## src/rtl/bomb_pkg.sv

```systemverilog
// Shared cell/wall codes, state encodings and direction helpers for the bomb engine.
package bomb_pkg;

    localparam logic [2:0] CELL_EMPTY     = 3'd0;
    localparam logic [2:0] CELL_READY_EXP = 3'd1;
    localparam logic [2:0] CELL_BOMB_UN   = 3'd2;
    localparam logic [2:0] CELL_UP        = 3'd3;
    localparam logic [2:0] CELL_DOWN      = 3'd4;
    localparam logic [2:0] CELL_LEFT      = 3'd5;
    localparam logic [2:0] CELL_RIGHT     = 3'd6;
    localparam logic [2:0] CELL_CEN       = 3'd7;

    localparam logic [1:0] WALL_EMPTY = 2'd0;
    localparam logic [1:0] WALL_SOFT  = 2'd1;
    localparam logic [1:0] WALL_HARD  = 2'd2;

    localparam logic [1:0] DIR_UP    = 2'd0;
    localparam logic [1:0] DIR_DOWN  = 2'd1;
    localparam logic [1:0] DIR_LEFT  = 2'd2;
    localparam logic [1:0] DIR_RIGHT = 2'd3;

    typedef enum logic [2:0] {
        S_IDLE, S_ARMED, S_PENDING, S_PAINT, S_BURN, S_CLEARQ, S_CLEAR
    } slot_state_t;

    typedef enum logic [2:0] {
        P_IDLE, P_CEN, P_ARM, P_NEXTDIR, P_CLR_CEN, P_CLR_ARM
    } painter_state_t;

    // Offsets are mod-256 cell index deltas: -16, +16, -1, +1.
    function automatic logic [7:0] dir_offset(input logic [1:0] dir);
        case (dir)
            DIR_UP:   return 8'hF0;
            DIR_DOWN: return 8'h10;
            DIR_LEFT: return 8'hFF;
            default:  return 8'h01;
        endcase
    endfunction

    function automatic logic [2:0] dir_code(input logic [1:0] dir);
        case (dir)
            DIR_UP:   return CELL_UP;
            DIR_DOWN: return CELL_DOWN;
            DIR_LEFT: return CELL_LEFT;
            default:  return CELL_RIGHT;
        endcase
    endfunction

endpackage

```

## src/rtl/bomb_arm_walker.sv

```systemverilog
// Combinational arm step: cell index reached from pos after step cells in dir, plus edge detect.
module bomb_arm_walker
    import bomb_pkg::*;
(
    input  logic [7:0] i_pos,
    input  logic [1:0] i_dir,
    input  logic [2:0] i_step,
    output logic [7:0] o_idx,
    output logic       o_off_grid
);

    logic [4:0] w_row;
    logic [4:0] w_col;
    logic [4:0] w_step;

    assign w_row  = {1'b0, i_pos[7:4]};
    assign w_col  = {1'b0, i_pos[3:0]};
    assign w_step = {2'b00, i_step};
    assign o_idx  = i_pos + ({5'd0, i_step} * dir_offset(i_dir));

    always_comb begin
        o_off_grid = 1'b0;
        unique case (i_dir)
            DIR_UP:    o_off_grid = (w_step > w_row);
            DIR_DOWN:  o_off_grid = ((w_row + w_step) > 5'd15);
            DIR_LEFT:  o_off_grid = (w_step > w_col);
            DIR_RIGHT: o_off_grid = ((w_col + w_step) > 5'd15);
        endcase
    end

endmodule

```

## src/rtl/bomb_engine.sv

```systemverilog
// Bomb slot manager and single explosion painter driving the 256-cell bomb grid.
module bomb_engine
    import bomb_pkg::*;
#(
    parameter int unsigned NUM_SLOTS  = 4,
    parameter int unsigned FUSE_TICKS = 3,
    parameter int unsigned BURN_TICKS = 2,
    parameter int unsigned MAX_LEN    = 7
) (
    input  logic              i_clk,
    input  logic              i_reset_n,
    input  logic              i_tick,
    input  logic              i_place_req,
    input  logic [7:0]        i_place_pos,
    input  logic [2:0]        i_place_len,
    output logic              o_place_ack,
    output logic              o_place_rej,
    input  logic [255:0][1:0] i_wall_grid,
    output logic [255:0][2:0] o_bomb_grid,
    output logic              o_wall_break_vld,
    output logic [7:0]        o_wall_break_pos,
    output logic              o_bomb_done,
    output logic              o_busy
);

    localparam int unsigned SW = (NUM_SLOTS > 1) ? $clog2(NUM_SLOTS) : 1;

    slot_state_t       r_state [NUM_SLOTS];
    logic [7:0]        r_pos   [NUM_SLOTS];
    logic [2:0]        r_len   [NUM_SLOTS];
    logic [7:0]        r_fuse  [NUM_SLOTS];
    logic [7:0]        r_burn  [NUM_SLOTS];
    logic [3:0][2:0]   r_reach [NUM_SLOTS];
    logic [255:0][2:0] r_grid;

    painter_state_t r_pstate, w_pstate_d;
    logic [SW-1:0]  r_pslot, w_pslot_d;
    logic [1:0]     r_dir, w_dir_d;
    logic [2:0]     r_step, w_step_d;

    logic       r_ack, r_rej, r_wb_vld, r_done;
    logic [7:0] r_wb_pos;

    logic           w_free_found, w_clr_found, w_pen_found, w_place_ok;
    logic [SW-1:0]  w_free_idx, w_clr_idx, w_pen_idx;
    logic [2:0]     w_place_len;
    logic [7:0]     w_cur_pos, w_walk_idx, w_wr_idx;
    logic [2:0]     w_cur_len, w_cur_reach, w_wr_code, w_reach_val;
    logic           w_off, w_wr_en, w_wb_vld, w_reach_we;
    logic           w_start_paint, w_start_clear, w_end_paint, w_end_clear;
    logic [NUM_SLOTS-1:0] w_chain;

    assign w_cur_pos   = r_pos[r_pslot];
    assign w_cur_len   = r_len[r_pslot];
    assign w_cur_reach = r_reach[r_pslot][r_dir];

    bomb_arm_walker u_walker (
        .i_pos      (w_cur_pos),
        .i_dir      (r_dir),
        .i_step     (r_step),
        .o_idx      (w_walk_idx),
        .o_off_grid (w_off)
    );

    // Descending scan so the lowest matching slot index wins.
    always_comb begin
        w_free_found = 1'b0;
        w_free_idx   = '0;
        w_clr_found  = 1'b0;
        w_clr_idx    = '0;
        w_pen_found  = 1'b0;
        w_pen_idx    = '0;
        for (int s = int'(NUM_SLOTS) - 1; s >= 0; s--) begin
            if (r_state[s] == S_IDLE) begin
                w_free_found = 1'b1;
                w_free_idx   = SW'(s);
            end
            if (r_state[s] == S_CLEARQ) begin
                w_clr_found = 1'b1;
                w_clr_idx   = SW'(s);
            end
            if (r_state[s] == S_PENDING) begin
                w_pen_found = 1'b1;
                w_pen_idx   = SW'(s);
            end
        end
    end

    always_comb begin
        w_place_len = i_place_len;
        if (i_place_len == 3'd0) begin
            w_place_len = 3'd1;
        end else if ({29'd0, i_place_len} > MAX_LEN) begin
            w_place_len = 3'(MAX_LEN);
        end
    end

    assign w_place_ok = w_free_found && (r_grid[i_place_pos] == CELL_EMPTY)
                     && (i_wall_grid[i_place_pos] == WALL_EMPTY)
                     && !(w_wr_en && (w_wr_idx == i_place_pos));

    always_comb begin
        w_pstate_d    = r_pstate;
        w_pslot_d     = r_pslot;
        w_dir_d       = r_dir;
        w_step_d      = r_step;
        w_wr_en       = 1'b0;
        w_wr_idx      = w_walk_idx;
        w_wr_code     = CELL_EMPTY;
        w_wb_vld      = 1'b0;
        w_reach_we    = 1'b0;
        w_reach_val   = '0;
        w_start_paint = 1'b0;
        w_start_clear = 1'b0;
        w_end_paint   = 1'b0;
        w_end_clear   = 1'b0;
        unique case (r_pstate)
            P_IDLE: begin
                if (w_clr_found) begin
                    w_pslot_d     = w_clr_idx;
                    w_pstate_d    = P_CLR_CEN;
                    w_start_clear = 1'b1;
                end else if (w_pen_found) begin
                    w_pslot_d     = w_pen_idx;
                    w_pstate_d    = P_CEN;
                    w_start_paint = 1'b1;
                end
            end
            P_CEN: begin
                w_wr_en    = 1'b1;
                w_wr_idx   = w_cur_pos;
                w_wr_code  = CELL_CEN;
                w_pstate_d = P_ARM;
                w_dir_d    = DIR_UP;
                w_step_d   = 3'd1;
            end
            P_ARM: begin
                w_reach_we = 1'b1;
                if (w_off || (i_wall_grid[w_walk_idx] == WALL_HARD)) begin
                    w_reach_val = r_step - 3'd1;
                    w_pstate_d  = P_NEXTDIR;
                end else begin
                    w_wr_en     = (r_grid[w_walk_idx] != CELL_CEN);
                    w_wr_code   = dir_code(r_dir);
                    w_reach_val = r_step;
                    if (i_wall_grid[w_walk_idx] == WALL_SOFT) begin
                        w_wb_vld   = 1'b1;
                        w_pstate_d = P_NEXTDIR;
                    end else if (r_step >= w_cur_len) begin
                        w_pstate_d = P_NEXTDIR;
                    end else begin
                        w_step_d = r_step + 3'd1;
                    end
                end
            end
            P_NEXTDIR: begin
                if (r_dir == DIR_RIGHT) begin
                    w_end_paint = 1'b1;
                    w_pstate_d  = P_IDLE;
                end else begin
                    w_dir_d    = r_dir + 2'd1;
                    w_step_d   = 3'd1;
                    w_pstate_d = P_ARM;
                end
            end
            P_CLR_CEN: begin
                w_wr_idx   = w_cur_pos;
                w_wr_en    = (r_grid[w_cur_pos] >= CELL_UP);
                w_pstate_d = P_CLR_ARM;
                w_dir_d    = DIR_UP;
                w_step_d   = 3'd1;
            end
            P_CLR_ARM: begin
                // Walls are ignored here; only explosion codes are wiped.
                w_wr_en = (r_step <= w_cur_reach) && (r_grid[w_walk_idx] >= CELL_UP);
                if (r_step >= w_cur_reach) begin
                    if (r_dir == DIR_RIGHT) begin
                        w_end_clear = 1'b1;
                        w_pstate_d  = P_IDLE;
                    end else begin
                        w_dir_d  = r_dir + 2'd1;
                        w_step_d = 3'd1;
                    end
                end else begin
                    w_step_d = r_step + 3'd1;
                end
            end
            default: w_pstate_d = P_IDLE;
        endcase
    end

    always_comb begin
        for (int s = 0; s < int'(NUM_SLOTS); s++) begin
            w_chain[s] = (r_pstate == P_ARM) && w_wr_en && (r_state[s] == S_ARMED)
                      && (r_pos[s] == w_wr_idx);
        end
    end

    always_ff @(posedge i_clk) begin
        if (!i_reset_n) begin
            r_grid   <= '0;
            r_pstate <= P_IDLE;
            r_pslot  <= '0;
            r_dir    <= '0;
            r_step   <= '0;
            r_ack    <= 1'b0;
            r_rej    <= 1'b0;
            r_wb_vld <= 1'b0;
            r_wb_pos <= '0;
            r_done   <= 1'b0;
            for (int s = 0; s < int'(NUM_SLOTS); s++) begin
                r_state[s] <= S_IDLE;
                r_pos[s]   <= '0;
                r_len[s]   <= '0;
                r_fuse[s]  <= '0;
                r_burn[s]  <= '0;
                r_reach[s] <= '0;
            end
        end else begin
            r_pstate <= w_pstate_d;
            r_pslot  <= w_pslot_d;
            r_dir    <= w_dir_d;
            r_step   <= w_step_d;
            r_ack    <= i_place_req && w_place_ok;
            r_rej    <= i_place_req && !w_place_ok;
            r_wb_vld <= w_wb_vld;
            r_done   <= 1'b0;
            if (w_wb_vld) r_wb_pos <= w_wr_idx;
            if (w_wr_en) r_grid[w_wr_idx] <= w_wr_code;
            if (w_reach_we) r_reach[r_pslot][r_dir] <= w_reach_val;
            for (int s = 0; s < int'(NUM_SLOTS); s++) begin
                unique case (r_state[s])
                    S_ARMED: begin
                        if (w_chain[s] || (i_tick && (r_fuse[s] <= 8'd1))) begin
                            r_state[s] <= S_PENDING;
                        end else if (i_tick) begin
                            r_fuse[s] <= r_fuse[s] - 8'd1;
                        end
                    end
                    S_PENDING: begin
                        // Later in this block than the painter write, so READY_EXP wins.
                        r_grid[r_pos[s]] <= CELL_READY_EXP;
                        if (w_start_paint && (w_pslot_d == SW'(s))) r_state[s] <= S_PAINT;
                    end
                    S_PAINT: begin
                        if (w_end_paint && (r_pslot == SW'(s))) begin
                            r_state[s] <= S_BURN;
                            r_burn[s]  <= 8'(BURN_TICKS);
                        end
                    end
                    S_BURN: begin
                        if (i_tick) begin
                            r_burn[s] <= r_burn[s] - 8'd1;
                            if (r_burn[s] <= 8'd1) r_state[s] <= S_CLEARQ;
                        end
                    end
                    S_CLEARQ: begin
                        if (w_start_clear && (w_pslot_d == SW'(s))) r_state[s] <= S_CLEAR;
                    end
                    S_CLEAR: begin
                        if (w_end_clear && (r_pslot == SW'(s))) begin
                            r_state[s] <= S_IDLE;
                            r_done     <= 1'b1;
                        end
                    end
                    default: ;
                endcase
            end
            if (i_place_req && w_place_ok) begin
                r_state[w_free_idx] <= S_ARMED;
                r_pos[w_free_idx]   <= i_place_pos;
                r_len[w_free_idx]   <= w_place_len;
                r_fuse[w_free_idx]  <= 8'(FUSE_TICKS);
                r_grid[i_place_pos] <= CELL_BOMB_UN;
            end
        end
    end

    assign o_bomb_grid      = r_grid;
    assign o_place_ack      = r_ack;
    assign o_place_rej      = r_rej;
    assign o_wall_break_vld = r_wb_vld;
    assign o_wall_break_pos = r_wb_pos;
    assign o_bomb_done      = r_done;
    assign o_busy           = (r_pstate != P_IDLE);

endmodule

```

## config.mk

```make
export PLATFORM = sky130hd
export DESIGN_NAME = bomb_engine
export DESIGN_NICKNAME = d
export VERILOG_FILES = /design/src/rtl/bomb_pkg.sv /design/src/rtl/bomb_arm_walker.sv /design/src/rtl/bomb_engine.sv
export SDC_FILE = /design/constraint.sdc
export NUM_CORES = 2
export LEC_CHECK = 0
export CORE_AREA = 8 8 503 505
export DETAILED_ROUTE_END_ITERATION = 10
export DIE_AREA = 0 0 511 513
export HOLD_SLACK_MARGIN = 0.1
export PLACE_DENSITY_LB_ADDON = 0.1
export SKIP_LAST_GASP = 1
export SLEW_MARGIN = 20
export SYNTH_ARGS = -nofsm -noshare
export SYNTH_HDL_FRONTEND = slang
export SYNTH_HIERARCHICAL = 1
export SYNTH_SLANG_ARGS = --single-unit
```

## constraint.sdc

```tcl
create_clock -name i_clk -period 8.7 [get_ports i_clk]
set_input_delay 1.74 -clock i_clk [delete_from_list [all_inputs] [get_ports i_clk]]
set_output_delay 1.74 -clock i_clk [all_outputs]
set_load 0.02 [all_outputs]
```

==> qor_table.md <==
| Item | Reported | Unit |
| --- | --- | --- |
| Switching component of the power | 10.7 | mW |
| Initial drt markers | 19000 | - |
| Clk pin slew, worst setup/hold paths | 0.06 | ns |
| Worst vdd ir | 0.000283 | V |
| Kind of end point of the critical path | flip-flop | - |
| WL met3 | 119000 | µm |
| Cell at the root of the clock tree | clkbuf_16 | - |
| Dominant combinational cell family by area after synthesis | compound AO/OA/AOI/OAI gates | - |
| WP data required | 9.40 | ns |
| Die height | 513 | µm |
| Share of total power in combinational logic | 0.526 | - |
| Period utilisation layout | 0.988 | - |
| Overall die area | 262000 | µm² |
| Share of synthesized cell area in full adder, half adder and majority cells | 0.0118 | - |
| Routed length on met1 | 268000 | µm |
| Maximum frequency from static timing analysis | 116 | MHz |
| Post CTS Setup Buffer Count | 0 | - |
| Fraction of registers with async set/reset | 0 | - |
| Initial antenna violation count | 153 | - |
| Average wire length per cell after detail routing | 56.0 | µm |
| Via-per-instance ratio | 7.52 | - |
| Most frequent CP cell | buf_12 | - |
| Area of the mapped netlist | 72700 | µm² |
| Maximum number of buffers from clock root to sink | 3 | - |
| CTS tree | done | - |
| Source-to-sink clock delay at the later pin of the worst-skew pair | 0.86 | ns |
| Startpoint type of the worst setup path | flip-flop | - |
| Remaining design rule violation count | 0 | - |
| Router iterations before antenna repair | 10 | - |
| DR top layer | met5 | - |
| Area share of xor/xnor cells in the synthesized design | 0.0118 | - |
| Final critical delay including setup and external delays | 8.60 | ns |
| RSZ-0062 raised after global routing | false | - |
| Final HPWL from detailed placement | 581000 | µm |
| First-pass GRT wire length | 954000 | µm |
| Fin nets | 10500 | - |
| Area taken by flip-flops and latches | 20400 | µm² |
| Number of nets produced by synthesis | 8849 | - |
| CTS sink count | 958 | - |
| Worst setup path category | flip-flop to flip-flop | - |
| Overall Global Routing Usage | 0.539 | - |
| Synth Instances | 8261 | - |
| Vias after detailed routing | 101000 | - |
| Cell-internal power | 10.6 | mW |
| Delay-heaviest family, CP | adder cells | - |
| Slack of the worst reg-to-reg path | 0.10 | ns |
| Number of synthesized register bits | 958 | - |
| Total CTS buffers | 116 | - |
| Share of the yosys chip area belonging to registers | 0.281 | - |
| Count of antenna-violating nets left after detailed routing | 0 | - |
| Leakage power figure | 32.6 | nW |
| Area fraction in and, or, nand and nor cells after synthesis | 0.184 | - |
| Max-slew violation count | 0 | - |
| Compound-Gate Fraction of Synth Area | 0.298 | - |
| Hold path cells | 2 | - |
| Unique cell type count in the Yosys netlist | 107 | - |
| Clock Power Share | 0.254 | - |
| Sequential share of power | 0.220 | - |
| Syn avg cell area | 8.80 | µm² |
| Summed negative setup slack over all endpoints | 0 | ns |
| Worst-path fanout max | 25 | - |
| Number of global-route vias before repair | 90600 | - |
| Count of instances resized after the clock tree is built | 0 | - |
| Starting Density | 0.297 | - |
| CTS H-tree depth | 3 | - |
| Largest stage delay, worst path | 0.90 | ns |
| Number of port buffers | 1307 | - |
| Setup slack of the critical path after layout | 0.104 | ns |
| Top_reg_cell synth | dfxtp_1 | - |
| CP Depth | 25 | - |
| Sum of routed wire length over all layers | 752000 | µm |
| Ratio of cells with drive above 1 in the final layout | 0.203 | - |
| Number of ports placed on the die boundary | 1308 | - |
| Area grow syn2layout | 38.4 | % |
| Hold Fails Final Rpt | 0 | - |
| Portion of netlist area occupied by mux cells | 0.157 | - |
| Fin Clk Skew | 0.0782 | ns |
| Post-synth EDFFs | 124 | - |
| Result of the run | complete, no violations | - |
| Tightest Hold Check Type | flip-flop to flip-flop | - |
| Worst Hold Slack | 0.479 | ns |
| Maximum number of pins on one net before global-route repair | 129 | - |
| Yosys Warn Count | 6 | - |
| Power density of the placed cells | 212 | nW/µm² |
| Post-placement setup slack | 0.618 | ns |
| Max-cap check violation count | 0 | - |
| Hold-fix buffers, CTS | 0 | - |
| R2r worst-path depth | 25 | - |
| Data arrival time at the worst-slack endpoint | 9.29 | ns |
| Core region area | 245000 | µm² |
| Area of combinational cells with multiple inputs | 48900 | µm² |
| Count of fill cells added during filler insertion | 24300 | - |
| Cell with the largest stage delay on the worst path | fa_4 | - |
| Worst-Margin Slew | 1.42 | ns |
| Row count | 182 | - |
| Switch share | 0.502 | - |
| Horizontal die dimension | 511 | µm |
| Finish-stage setup viols | 0 | - |
| Final GP Congestion | 1.14 | - |
| Normalized max-slew margin | 0.0534 | - |
| Buffers & Inverters on Critical Path | 9 | - |
| Met2 WL | 285000 | µm |
| GRT Residual Overflow | 0 | - |
-- cell families after synthesis --
| logic type | after synthesis |
|---|---|
| AO/OA/AOI/OAI | 2632 |
| XOR/XNOR | 98 |
| adder cells (fa/ha/maj) | 61 |
| buffers and inverters | 883 |
| flip-flops | 958 |
| multiplexers | 746 |
| AND/OR/NAND/NOR | 2883 |
-- area by class of cell --
class / instances / share of cell area
Antenna cell: 158 / 0.00393
Clock buffer: 158 / 0.0329
Clock inverter: 62 / 0.00822
Inverter: 145 / 0.00567
Multi-Input combinational cell: 6420 / 0.486
Sequential cell: 958 / 0.203
Tap cell: 3220 / 0.0400
Timing Repair Buffer: 2302 / 0.220
-- path summary, 6_finish.rpt --
check | start | endpoint
worst max-delay path | r_dir[0]$_SDFFE_PN0P_ | o_bomb_grid[49]$_SDFF_PN0_
worst min register to register | r_fuse[3][7]$_SDFFE_PP0P_ | r_fuse[3][7]$_SDFFE_PP0P_
worst max register to register | r_dir[0]$_SDFFE_PN0P_ | o_bomb_grid[49]$_SDFF_PN0_
worst min-delay path | r_fuse[3][7]$_SDFFE_PP0P_ | r_fuse[3][7]$_SDFFE_PP0P_
-- registers in the layout, indices dropped and copies added (netlist names) --
name	count
o_bomb_done	1
o_bomb_grid	768
o_place_ack	1
o_place_rej	1
o_wall_break_pos	8
o_wall_break_vld	1
r_burn	32
r_dir	2
r_fuse	32
r_len	12
r_pos	32
r_pslot	2
r_pstate	3
r_reach	48
r_state	12
r_step	3
-- Yosys cell counts, types with 42 or more instances --
| master | instances | area share |
|---|---|---|
| clkbuf_1 | 408 | 0.021 |
| dfxtp_1 | 834 | 0.23 |
| o21ai_0 | 188 | 0.013 |
| and2_1 | 109 | 0.0094 |
| buf_6 | 44 | 0.0068 |
| or4_1 | 61 | 0.0063 |
| nor2_1 | 953 | 0.049 |
| mux4_2 | 302 | 0.094 |
| buf_2 | 150 | 0.010 |
| and3_1 | 58 | 0.0050 |
| a211oi_2 | 129 | 0.022 |
| nor3_1 | 185 | 0.013 |
| ha_1 | 48 | 0.0083 |
| a221oi_1 | 472 | 0.057 |
| edfxtp_1 | 124 | 0.051 |
| nand2b_1 | 86 | 0.0074 |
| inv_1 | 137 | 0.0071 |
| mux2_2 | 61 | 0.0094 |
| o221ai_1 | 101 | 0.012 |
| o31ai_1 | 63 | 0.0065 |
| o21bai_1 | 56 | 0.0058 |
| nor4_1 | 165 | 0.014 |
| a2111oi_0 | 58 | 0.0070 |
| nand3_1 | 194 | 0.013 |
| a211oi_1 | 267 | 0.028 |
| a2111oi_4 | 42 | 0.016 |
| xnor2_1 | 84 | 0.010 |
| mux2i_1 | 353 | 0.049 |
| a21oi_1 | 179 | 0.012 |
| buf_1 | 70 | 0.0036 |
| nor2b_1 | 67 | 0.0058 |
| buf_4 | 61 | 0.0063 |
| o22ai_1 | 462 | 0.040 |
| o211ai_1 | 70 | 0.0072 |
| nand2_1 | 822 | 0.042 |
-- routing by layer --
layer	up-vias	track usage
met1	50400	0.631
met3	3021	0.286
li1	36400	-
met5	-	0.0117
met2	11100	0.715
met4	70	0.447
-- stage by stage --
stage,power [mW],std cells,area [µm²],util
after global routing,21.1,13300,100000,0.410
after floorplan,9.10,8261,72700,-
after CTS,20.4,13300,100000,0.409
final,21.4,13400,101000,0.411
after global placement,15.1,13000,95800,0.391
after detailed placement,15.1,13000,95900,0.392
-- tightest hold or removal path, stage by stage, from the launching register on --
cell	delay, ns
dfxtp_1	0.32
o31ai_1	0.06
a21oi_1	0.06
-- power groups by stage --
stage	Sequential (mW)	Combinational, mW	Clock, mW
after floorplan	4.76	4.33	0
after global placement	4.78	10.3	0
after detailed placement	4.79	10.3	0
after CTS	4.69	10.3	5.39
after global routing	4.70	10.8	5.55
final	4.70	11.2	5.43
-- layout by cell type (no fill, tap or decap), types with 164 or more instances in the layout --
cell type and instances:
mux4_2 300, nor2_1 888, mux2i_1 352, buf_4 853
a21oi_1 178, dfxtp_1 833, o21ai_0 187, a221oi_1 470
nand2_1 797, a211oi_1 265, nand3_1 189, nor3_1 166
clkdlybuf4s50_1 1302, nor4_1 164, o22ai_1 462
Power figures use the tool's default switching activity.
